## config.mk

```make
export PLATFORM = sky130hd
export DESIGN_NAME = delay_measure_ctrl
export DESIGN_NICKNAME = d
export VERILOG_FILES = /design/src/rtl/delay_measure_ctrl.sv
export SDC_FILE = /design/constraint.sdc
export NUM_CORES = 1
export LEC_CHECK = 0
export CAP_MARGIN = 20
export CORE_MARGIN = 5
export CORE_UTILIZATION = 60
export CTS_CLUSTER_SIZE = 20
export DETAILED_ROUTE_END_ITERATION = 10
export MAX_ROUTING_LAYER = met4
export PLACE_DENSITY = 0.86
export SYNTH_ARGS = -nofsm -noshare
export SYNTH_HDL_FRONTEND = slang
export SYNTH_SLANG_ARGS = --single-unit
```

## constraint.sdc

```tcl
create_clock -name clk -period 3.4 [get_ports clk]
set_input_delay 0.68 -clock clk [delete_from_list [all_inputs] [get_ports clk]]
set_output_delay 0.68 -clock clk [all_outputs]
set_load 0.1 [all_outputs]
```

## src/rtl/delay_measure_ctrl.sv

```systemverilog
// Propagation-delay measurement sequencer: launches alternating edges into the chain and counts cycles until they return.
// Optional DELAY_SYNC_COMP_EN removes synchronizer latency from run-match captures.
module delay_measure_ctrl #(
    parameter int SYNC_STAGES    = 2,
    parameter int CNT_W          = 32,
    parameter int TIMEOUT_CYCLES = 1000000
) (
    input  logic             clk,
    input  logic             rst,
    input  logic             start,
    output logic             busy,
    output logic             path_in,
    input  logic             path_out,
    output logic [CNT_W-1:0] result,
    output logic             result_valid,
    input  logic             result_ack,
    output logic             timeout
);

    typedef enum logic [1:0] {IDLE, ARM, RUN, DONE} state_e;

    localparam logic [CNT_W-1:0] LIMIT    = CNT_W'(TIMEOUT_CYCLES);
    localparam logic [CNT_W-1:0] SYNC_CNT = CNT_W'(SYNC_STAGES);

    state_e                 state_q;
    logic [CNT_W-1:0]       cnt_q;
    logic [CNT_W-1:0]       result_q;
    logic [CNT_W-1:0]       runResult_d;
    logic [SYNC_STAGES-1:0] sync_q;
    logic                   pathIn_q;
    logic                   resultValid_q;
    logic                   timeout_q;
    logic                   busy_q;
    logic                   settled;

    always_ff @(posedge clk or posedge rst) begin
        if (rst) begin
            sync_q <= '0;
        end else begin
            sync_q <= {sync_q[SYNC_STAGES-2:0], path_out};
        end
    end

    // The chain is non-inverting, so it has settled once the synchronized output equals the drive.
    assign settled = (sync_q[SYNC_STAGES-1] == pathIn_q);

    always_comb begin
`ifdef DELAY_SYNC_COMP_EN
        runResult_d = (cnt_q >= SYNC_CNT) ? (cnt_q - SYNC_CNT) : '0;
`else
        runResult_d = cnt_q;
`endif
    end

    always_ff @(posedge clk or posedge rst) begin
        if (rst) begin
            state_q       <= IDLE;
            cnt_q         <= '0;
            result_q      <= '0;
            pathIn_q      <= 1'b0;
            resultValid_q <= 1'b0;
            timeout_q     <= 1'b0;
            busy_q        <= 1'b0;
        end else begin
            case (state_q)
                IDLE: begin
                    if (start) begin
                        cnt_q     <= '0;
                        timeout_q <= 1'b0;
                        busy_q    <= 1'b1;
                        state_q   <= ARM;
                    end
                end
                ARM: begin
                    if (settled) begin
                        pathIn_q <= ~pathIn_q;
                        cnt_q    <= '0;
                        state_q  <= RUN;
                    end else if (cnt_q == LIMIT) begin
                        result_q      <= cnt_q;
                        timeout_q     <= 1'b1;
                        resultValid_q <= 1'b1;
                        state_q       <= DONE;
                    end else begin
                        cnt_q <= cnt_q + 1'b1;
                    end
                end
                // A match wins over the limit when both occur in the same cycle.
                RUN: begin
                    if (settled) begin
                        result_q      <= runResult_d;
                        resultValid_q <= 1'b1;
                        state_q       <= DONE;
                    end else if (cnt_q == LIMIT) begin
                        result_q      <= cnt_q;
                        timeout_q     <= 1'b1;
                        resultValid_q <= 1'b1;
                        state_q       <= DONE;
                    end else begin
                        cnt_q <= cnt_q + 1'b1;
                    end
                end
                DONE: begin
                    if (result_ack) begin
                        resultValid_q <= 1'b0;
                        busy_q        <= 1'b0;
                        state_q       <= IDLE;
                    end
                end
                default: begin
                    state_q <= IDLE;
                end
            endcase
        end
    end

    assign busy         = busy_q;
    assign path_in      = pathIn_q;
    assign result       = result_q;
    assign result_valid = resultValid_q;
    assign timeout      = timeout_q;

endmodule

```

**Yosys cells after proc, flatten, opt, wreduce, memory -nomap -nowiden**

Index checks and enable logic that the tools add are counted.

- $add $sub $neg: 1
- Equal/unequal tests: 11
- Mux-type cells: 26
- Bitwise operators: 1
- Reductions and logical operators: 14

Operator list:

| kind | number |
|---|---|
| 32-bit two-way mux | 7 |
| 32-bit one-hot mux with 3 select lines | 1 |
| 32-bit one-hot mux with 2 select lines | 1 |
| 32-bit by 1-bit adder with 32-bit output, second input constant | 1 |
| 32-bit by 20-bit == test with 1-bit output, second input constant | 1 |
| 2-bit two-way mux | 5 |
| 2-bit inequality test, second input constant | 5 |
| 3-bit AND reduction | 3 |
| 1-bit two-way mux | 8 |
| 2-bit one-hot mux with 4 select lines | 1 |
| 2-bit AND reduction | 3 |
| 2-bit nonzero test | 3 |
| 3-bit nonzero test | 2 |
| 2-bit == test, second input constant | 2 |
| 1-bit one-hot mux with 2 select lines | 2 |
| 4-bit AND reduction | 1 |
| 1-bit one-hot mux with 3 select lines | 1 |
| 2-bit by 1-bit == test with 1-bit output, second input constant | 1 |
| 2-bit logical NOT | 1 |
| 2-bit by 1-bit inequality test with 1-bit output, second input constant | 1 |
| 2-bit OR reduction | 1 |
| 1-bit == test | 1 |
| 1-bit NOT | 1 |

- Register bits after elaboration: 72
- Bits of input ports: 5
- Output and inout bits: 36
- Word-level logic and storage cells: 61

**Logic depth before layout (Yosys ltp)**

Gate-level depths: netlist (run 1).

- Depth after elaboration: 4
- Depth in mapped cells: 9
- Depth with buffers taken out: 7

**Worst setup path before layout (run 1)**

OpenSTA, ideal clock, no wires.

- Path kind: register -> register
- Start point: reg pathIn_q, in the netlist path_in
- End point: reg cnt_q[25]
- Setup time: 0.110 ns
- Arrival: 2.364 ns
- Required time: 3.290 ns
- Path slack: 0.926 ns
- Cell stages (with the launch flop): 7
- Buffers on the path: 3
- Clock period less this slack: 2.474 ns
- Cell sequence: dfrtp_1 xnor2_1 buf_6 or4_4 buf_6 buf_6 o41ai_1

- Cells in the longest elaborated chain, start to end: 3
- Elaborated cells between the ends (all ways): 5
- Classes of those cells: eq/ne (2); mux (2); reduce/logical (1)

RTL lines:

| what | RTL line | RTL |
|---|---|---|
| from (decl) | 30 | `logic pathIn_q;` |
| from (signal assigned) | 76 | `pathIn_q <= ~pathIn_q;` |
| 1-bit == test (*) | 45 | `assign settled = (sync_q[SYNC_STAGES-1] == pathIn_q);` |
| 32-bit two-way mux / 2-bit inequality test (equally long branches) | n/a |  |
| 32-bit one-hot mux with 3 select lines / 3-bit AND reduction (equally long branches) | n/a |  |
| to (signal assigned) | 85 | `cnt_q <= cnt_q + 1'b1;` |
| to (signal assigned) | 100 | `cnt_q <= cnt_q + 1'b1;` |
| to (decl) | 26 | `logic [CNT_W-1:0] cnt_q;` |

Every way passes the cells marked *; elsewhere a longest branch is shown, timed or not.
A chain may end at the register's enable or synchronous reset.

**Worst setup path in the final report (run 1)**

- Start point: reg cnt_q[0]
- End point: reg result_q[0], in the netlist result[0]

- Cells in the longest elaborated chain, start to end: 4
- Elaborated cells between the ends (all ways): 5
- Classes of those cells: eq/ne (1); mux (4)

RTL lines:

| what | RTL line | RTL |
|---|---|---|
| 32-bit by 20-bit == test with 1-bit output | 79, 94 |  |
| 32-bit two-way mux | 79, 94 |  |
| 32-bit two-way mux, on equally long branches | 90, 75 |  |
| 32-bit one-hot mux with 2 select lines (*) | 65 | `case (state_q)` |
| to (signal assigned) | 80 | `result_q <= cnt_q;` |
| to (signal assigned) | 91 | `result_q <= runResult_d;` |
| to (signal assigned) | 95 | `result_q <= cnt_q;` |
| to (decl) | 27 | `logic [CNT_W-1:0] result_q;` |

Every way passes the cells marked *; elsewhere a longest branch is shown, timed or not. The select of a mux whose other input is x is not followed.

==> reports/results.env, run 1 <==
OUTCOME='completed'
YS_SEQ_ELEMENTS=72
TIMING.CRITICAL_PATH.ARRIVAL_PS=3000
TIMING.RR.START='cnt_q[0]$_DFFE_PP0P_'
P_SWITCHING_mW=1.70
NFILLCELLS=432
FINAL_CYCLE_SHARE_PCT=81.5
DP.FINAL_HPWL_MM=5.20
ROUTED_WL_MM=7.65
ROWS=28
POWER.SHARE.SEQUENTIAL_PCT=30.6
HOLD_VIOL=0
AREA_OF_THE_MULTI_INPUT_GATES_UM2=1610
GLOBAL_ROUTE_WIRE_LENGTH_BEFORE_REPAIR_MM=13.2
CRITICAL_PATH_PEAK_FANOUT=17
CTS_HOLD_BUF=0
P_INT_mW=1.82
COUNT_OF_FLIP_FLOPS_WITH_A_BUILT_IN_ENABLE_AFTER_SYNTHESIS=0
CTS_TREE='done'
INITIAL_CORE_UTIL_PCT=61.3
ROOT_BUFFER='clkbuf_8'
IRDROPWORSTVDD_mV=0.627
YS_TOP_CELLS_BY_AREA='dfrtp_1 (50%), mux2_2 (9.4%), o21ai_0 (5.4%), nand4_1 (2.6%), ha_1 (2.1%)'
REG2REGPATHDEPTH=8
FLOORPLAN.DIE_AREA_UM2=7630
DRT_FIRST_PASS_ITERS=5
SYNTH_FLOP_CELL='dfrtp_1'
GLOBAL_PLACER_S_FINAL_WEIGHTED_CONGESTION=0.891
FINAL-SEQ-AREA_UM2=1800
CRITPATHCAPTURE='result[0]$_DFFE_PP0P_'
INSERTEDDIODECOUNT=0
POST-ROUTE-CELL-AREA_UM2=4130
CTS_HTREE_LEVELS=3
WIRE_PER_INST_UM=16.8
YOSYS.CELL_COUNT.TOP_TYPE='dfrtp_1'
NUMBER_OF_MAX_CAP_VIOLATIONS=0
POST_SYNTH_INST_COUNT=340
SYNTH_TOP_AREA_SHARE_PCT=50.2
CLOCK_SINK_COUNT=72
CP-STARTPOINT='cnt_q[0]$_DFFE_PP0P_'
TOP_CELLS_BY_INSTANCE_COUNT_AFTER_SYNTHESIS='dfrtp_1 (72), o21ai_0 (39), mux2_2 (30)'
FINAL_NET_COUNT=387
POWERDENSITY_nW_PER_UM2=851
CTS_BUFFER_DEPTH=2
SWITCHING_SHARE_PCT=48.3
CHIPWIDTH_UM=87.3
ROUTED-VIA-COUNT=2859
POST-ROUTE-DRC-COUNT=0
STARTPOINT_TYPE='flip-flop'
DETAIL_ROUTE.ITER0.VIOLATIONS=270
CTS-BUFFERS-INSERTED=9
GRT_ANTENNA_BEFORE_REPAIR=0
NUMBER_OF_POST_CTS_SETUP_REPAIR_BUFFERS=0
BUFFER_PORTS.INSERTED=40
PATH_CLASS='reg2reg'
TIMING.MAX_SLEW.REL_SLACK_PCT=34.0
CLOCK.FMAX_MHz=361
SYNTHESIS.AREA_PER_INSTANCE_UM2=10.6
NUMBER_OF_GLOBAL_ROUTE_VIAS_BEFORE_REPAIR=2767
TOTAL_GLOBAL_ROUTE_TRACK_USAGE_PCT=22.9
CLOCKPOWERSHARE_PCT=20.0
MAPPED_CELL_AREA_UM2=3590
GRT.OVERFLOW.TOTAL=0
REG2REG_END='result[0]$_DFFE_PP0P_'
POSTSYNTH.ASYNCRESETSHARE_PCT=100
FP.COREAREA_UM2=5850
CELL_TYPE_WITH_THE_LARGEST_TOTAL_AREA_AFTER_SYNTHESIS='dfrtp_1'
TIMING.FINAL.CRIT_PERIOD_PS=2770
SHARE_OF_LAYOUT_CELLS_ABOVE_DRIVE_STRENGTH_1_PCT=23.7
ANT_NETS=0
COMBPWRFRAC_PCT=49.4
PLACEDINSTANCEAREA_UM2=3920
SETUP.REG_TO_REG.WORST_SLACK_PS=630
HOLD_PATH_CLASS='reg2reg'
YOSYSSEQAREASHARE_PCT=50.2
CRITPATHREQUIREDTIME_PS=3630
AREA_DELTA_SYNTH_FINAL_PCT=15.1
FINAL_LAYOUT_SETUP_TOTAL_NEGATIVE_SLACK_PS=0
CRITICAL_PATH.ENDPOINT_TYPE='flip-flop'
FINCLKSKEW_PS=7.85
P_LEAK_nW=1.82
GRT_MAX_DEGREE=40
SYN_NETS=351
CLOCK_INPUT_TRANSITION_AT_THE_SEQUENTIAL_CELLS_OF_THE_WORST_SETUP_AND_HOLD_PATHS_PS=70
REPORT.POWER.TOTAL_mW=3.51
BOUNDARYPINS=41
SYNTH.YOSYS.WARNINGS=0
WORST_SKEW_PAIR.LATE_LATENCY_PS=350
UNREPAIRED_SETUP_ENDPOINTS_AFTER_GLOBAL_ROUTING='false'
SYNTH_CELL_TYPE_COUNT=45
DIE_Y_UM=87.3
POST_DRT_VIA_CELL_RATIO=6.28
TIGHTEST_SLEW_PS=987
TIMING_MAX_TRANSITION_VIOLATIONS_FINAL=0
CTS-RESIZED-GATES=0
FINALSETUPVIOLCOUNT=0
flip-flops by register name, summed over array words and instances (netlist names):
name,cells
busy,1
cnt_q,32
path_in,1
result,32
result_valid,1
state_q,2
sync_q,2
timeout,1
cell type report:
class | instances | area share, %
inverter | 12 | 1.09
clock inverter | 2 | 0.909
sequential | 72 | 43.6
timing repair buffer | 45 | 8.91
clock buffer | 13 | 4.09
tap | 75 | 2.27
multi-input combinational | 236 | 39.1
worst max-delay path: stages (launching register included):
cell and delay (ps):
dfrtp_1 430, inv_1 80, ha_1 200, nor4b_1 150
nand4_1 230, nor2_4 110, o21ai_2 680, buf_4 390
mux2_2 370
power by group through the flow:
| stage | combinational (mW) | sequential [mW] | clock (mW) |
|---|---|---|---|
| 2_1_floorplan | 0.626 | 1.89 | 0 |
| 3_3_place_gp | 1.70 | 1.09 | 0 |
| 3_5_place_dp | 1.73 | 1.09 | 0 |
| 4_1_cts | 1.74 | 1.08 | 0.710 |
| 5_1_grt | 1.84 | 1.10 | 0.751 |
| 6_report | 1.74 | 1.08 | 0.702 |
worst min-delay path by stage:
stage                                   start                   to  cells after the start
final                     sync_q[0]$_DFF_PP0_  sync_q[1]$_DFF_PP0_                      0
after global routing      sync_q[0]$_DFF_PP0_  sync_q[1]$_DFF_PP0_                      0
after CTS                 sync_q[0]$_DFF_PP0_  sync_q[1]$_DFF_PP0_                      0
after detailed placement  sync_q[0]$_DFF_PP0_  sync_q[1]$_DFF_PP0_                      0
after global placement    sync_q[0]$_DFF_PP0_  sync_q[1]$_DFF_PP0_                      0
after floorplan           sync_q[0]$_DFF_PP0_  sync_q[1]$_DFF_PP0_                      0
metrics by stage:
step | setup WS [ps] | instances | hold slack [ps] | util [%]
2_1_floorplan | 895 | 340 | 331 | -
3_3_place_gp | 783 | 440 | 335 | 67.0
3_5_place_dp | 617 | 440 | 344 | 67.0
4_1_cts | 604 | 455 | 360 | 70.6
5_1_grt | 409 | 455 | 375 | 70.6
6_report | 630 | 455 | 359 | 70.6
routing by layer:
| layer | wire (µm) | GRT usage [%] |
|---|---|---|
| met1 | 3400 | 30.2 |
| met2 | 3590 | 33.2 |
| met3 | 501 | 4.73 |
| met4 | 157 | 12.0 |
| met5 | 0 | - |
kinds of logic (layout without fill, tap and decap cells):
kind of cell | after synthesis | after routing | share of synthesized area (%)
fa+ha+maj | 6 | 6 | 2.09
compound gates | 89 | 89 | 15.2
simple gates | 102 | 102 | 16.0
mux | 33 | 33 | 10.3
xor+xnor | 6 | 6 | 1.46
buf+inv | 32 | 72 | 4.81
flops | 72 | 72 | 50.2
cells in the final DEF, fill, tap and decap left out, types with 2 or more instances in the layout:
cell,count
nor3_1,7
nor4_2,2
a41oi_1,4
nand2_1,20
ha_1,6
dfrtp_1,72
mux2i_1,3
xnor2_1,2
a21oi_1,14
nand3_1,15
mux2_2,30
or3_1,2
nor2b_1,2
nor4_1,8
clkbuf_8,12
or4_1,2
a31oi_1,8
o31ai_1,8
and3_1,2
buf_4,37
o211ai_1,2
and2_1,5
clkdlybuf4s50_1,7
inv_1,11
nor4b_1,4
xor2_1,4
nand4_1,15
a32o_1,2
nor2_1,13
o21ai_0,39
o41ai_1,3
(Power assumes the default switching activity.)
==> run 2, diff against run 1 <==
Settings changed: CORE_UTILIZATION 60 to 51, PLACE_DENSITY 0.86 to 0.77.
Clock period 3.4 ns to 2.3 ns, I/O delays scaled along.
==> reports/results.env, run 2 (synthesis results as in run 1) <==
GRT.OVERFLOW.TOTAL=0
MET1WIRELENGTH_MM=3.63
P_LEAK_nW=1.97
FLOORPLAN.DIE_AREA_UM2=8810
AREA_DELTA_SYNTH_FINAL_PCT=22.8
FINAL_COMMON_CELL='dfrtp_1'
TOTAL_GLOBAL_ROUTE_TRACK_USAGE_PCT=20.4
CTS_HTREE_LEVELS=3
ROUTED-VIA-COUNT=2941
REPORT.POWER.TOTAL_mW=5.54
WIRE_PER_INST_UM=15.9
SWITCHING_SHARE_PCT=46.9
TIMING.RR.START='state_q[0]$_DFFE_PP0P_'
CTS_BUFFER_DEPTH=2
CRITPATHREQUIREDTIME_PS=2600
CLOCK.FMAX_MHz=466
P_SWITCHING_mW=2.60
DPL_WORST_SLACK_PS=69.1
DIE_Y_UM=93.9
DR_WL_MET3_UM=425
INITIAL_CORE_UTIL_PCT=52.5
CHIPWIDTH_UM=93.9
SHARE_OF_LAYOUT_CELLS_ABOVE_DRIVE_STRENGTH_1_PCT=30.5
TIGHTEST_SLEW_PS=674
UNREPAIRED_SETUP_ENDPOINTS_AFTER_GLOBAL_ROUTING='false'
PLACEDINSTANCEAREA_UM2=4150
POST_DRT_VIA_CELL_RATIO=5.86
FINALSETUPVIOLCOUNT=0
OUTCOME='completed'
COMBPWRFRAC_PCT=51.4
FINALNONFILLERCELLS=502
DP.FINAL_HPWL_MM=5.40
CP-STARTPOINT='state_q[0]$_DFFE_PP0P_'
CTS-BUFFERS-INSERTED=9
BUFFER_PORTS.INSERTED=40
TIMING_MAX_TRANSITION_VIOLATIONS_FINAL=0
TIMING.CRITICAL_PATH.SLOWEST_STAGE_CELL='or4_4'
ANT_NETS=0
GLOBAL_PLACER_S_FINAL_WEIGHTED_CONGESTION=0.864
TIMING.MAX_SLEW.REL_SLACK_PCT=54.6
FINAL_CYCLE_SHARE_PCT=93.3
CLOCK_SINK_COUNT=72
POST-ROUTE-CELL-AREA_UM2=4410
NUMBER_OF_MAX_CAP_VIOLATIONS=0
CRITICAL_PATH.ENDPOINT_TYPE='flip-flop'
NUMBER_OF_GLOBAL_ROUTE_VIAS_BEFORE_REPAIR=2872
POWER.SHARE.SEQUENTIAL_PCT=28.6
CLOCK_INPUT_TRANSITION_AT_THE_SEQUENTIAL_CELLS_OF_THE_WORST_SETUP_AND_HOLD_PATHS_PS=70
FP.COREAREA_UM2=6830
GRT_ANTENNA_BEFORE_REPAIR=0
INSERTEDDIODECOUNT=0
BOUNDARYPINS=41
STARTPOINT_TYPE='flip-flop'
TOP_LAYER='met4'
IRDROPWORSTVDD_mV=0.914
SETUP.REG_TO_REG.WORST_SLACK_PS=150
DETAIL_ROUTE.ITER0.VIOLATIONS=269
MAX_STAGE_DELAY_PS=600
HOLD_START='sync_q[0]$_DFF_PP0_'
CTS_TREE='done'
POST-ROUTE-DRC-COUNT=0
MOST_FREQUENT_CELLS_IN_THE_LAYOUT='dfrtp_1 (70), buf_4 (61), o21ai_0 (38), mux2_2 (30), nand2_1 (20)'
LAYOUT_SETUP_WS_PS=155
DRT_FIRST_PASS_ITERS=5
FINAL_LAYOUT_SETUP_TOTAL_NEGATIVE_SLACK_PS=0
CLOCKPOWERSHARE_PCT=20.0
TIMING.FINAL.CRIT_PERIOD_PS=2150
GRT_MAX_DEGREE=73
CRITICAL_PATH_PEAK_FANOUT=5
TIMING.CRITICAL_PATH.ARRIVAL_PS=2440
POWERDENSITY_nW_PER_UM2=1260
FINAL_NET_COUNT=412
ROWS=30
HOLD_PATH_CLASS='reg2reg'
P_INT_mW=2.94
PATH_CLASS='reg2reg'
ROOT_BUFFER='clkbuf_8'
FINCLKSKEW_PS=8.65
MET2WIRELENGTH_MM=3.79
WORST_SKEW_PAIR.LATE_LATENCY_PS=360
HOLD_VIOL=0
GLOBAL_ROUTE_WIRE_LENGTH_BEFORE_REPAIR_MM=13.8
CRIT_PATH_CELL_TRACE='inv_1 -> ha_1 -> o21ai_2 -> or4_4 -> or4_1 -> nand2_1'
DP.CELLS=483
ROUTED_WL_MM=7.97
## run 2: cell count changes in the layout (fill, tap and decap cells not counted), moves of 3 or more
cell / before / now
clkinv_2: 0 / 3
buf_12: 1 / 4
clkdlybuf4s50_1: 7 / 4
buf_4: 37 / 61
## run 2: critical path: cells and delay by family, from the launching register on
| kind | cells | cell delay, ps |
|---|---|---|
| and+or+nand+nor | 3 | 1170 |
| DFF | 1 | 440 |
| adders and majority gates | 1 | 240 |
| buffers and inverters | 1 | 120 |
| AOI/OAI and AO/OA | 1 | 100 |
## run 2: routing by layer
metal | up-vias | global-route usage [%]
met2 | 88 | 31.3
met1 | 1447 | 26.7
met4 | 0 | 8.18
met5 | - | -
li1 | 1396 | -
met3 | 10 | 3.93
## run 2: final timing paths
check	endpoint	depth (start not counted)
max	cnt_q[20]$_DFFE_PP0P_	6
min	sync_q[1]$_DFF_PP0_	0
max reg2reg	cnt_q[20]$_DFFE_PP0P_	6
min reg2reg	sync_q[1]$_DFF_PP0_	0
max in group asynchronous	state_q[0]$_DFFE_PP0P_	3
min in group asynchronous	result[6]$_DFFE_PP0P_	3
## run 2: area by class of cell
cell class | instances | area, µm²
timing repair buffer | 69 | 578
multi-input combinational | 237 | 1640
inverter | 12 | 45.0
fill | 549 | 2420
sequential | 72 | 1800
clock inverter | 6 | 82.6
clock buffer | 10 | 138
tap | 96 | 120
## run 2: timing repair
action / CTS / global route
hold buffers: 0 / 0
endpoints found under the setup margin: 0 / 38
gates resized for setup: 0 / 4
setup buffers: 0 / 2
## run 2: power groups by stage
| stage | sequential (mW) | combinational (mW) | clock (mW) |
|---|---|---|---|
| global placement | 1.60 | 2.73 | 0 |
| floorplan | 2.79 | 0.925 | 0 |
| CTS | 1.58 | 2.79 | 1.13 |
| global route | 1.62 | 3.02 | 1.19 |
| finish | 1.58 | 2.85 | 1.11 |
| detailed placement | 1.61 | 2.77 | 0 |
## run 2: through the flow
| step | hold slack, ps | utilization (%) |
|---|---|---|
| 2_1_floorplan | 331 | - |
| 3_5_place_dp | 342 | 60.7 |
| 3_3_place_gp | 335 | 60.7 |
| 5_1_grt | 379 | 64.5 |
| 4_1_cts | 368 | 63.9 |
| 6_report | 365 | 64.5 |
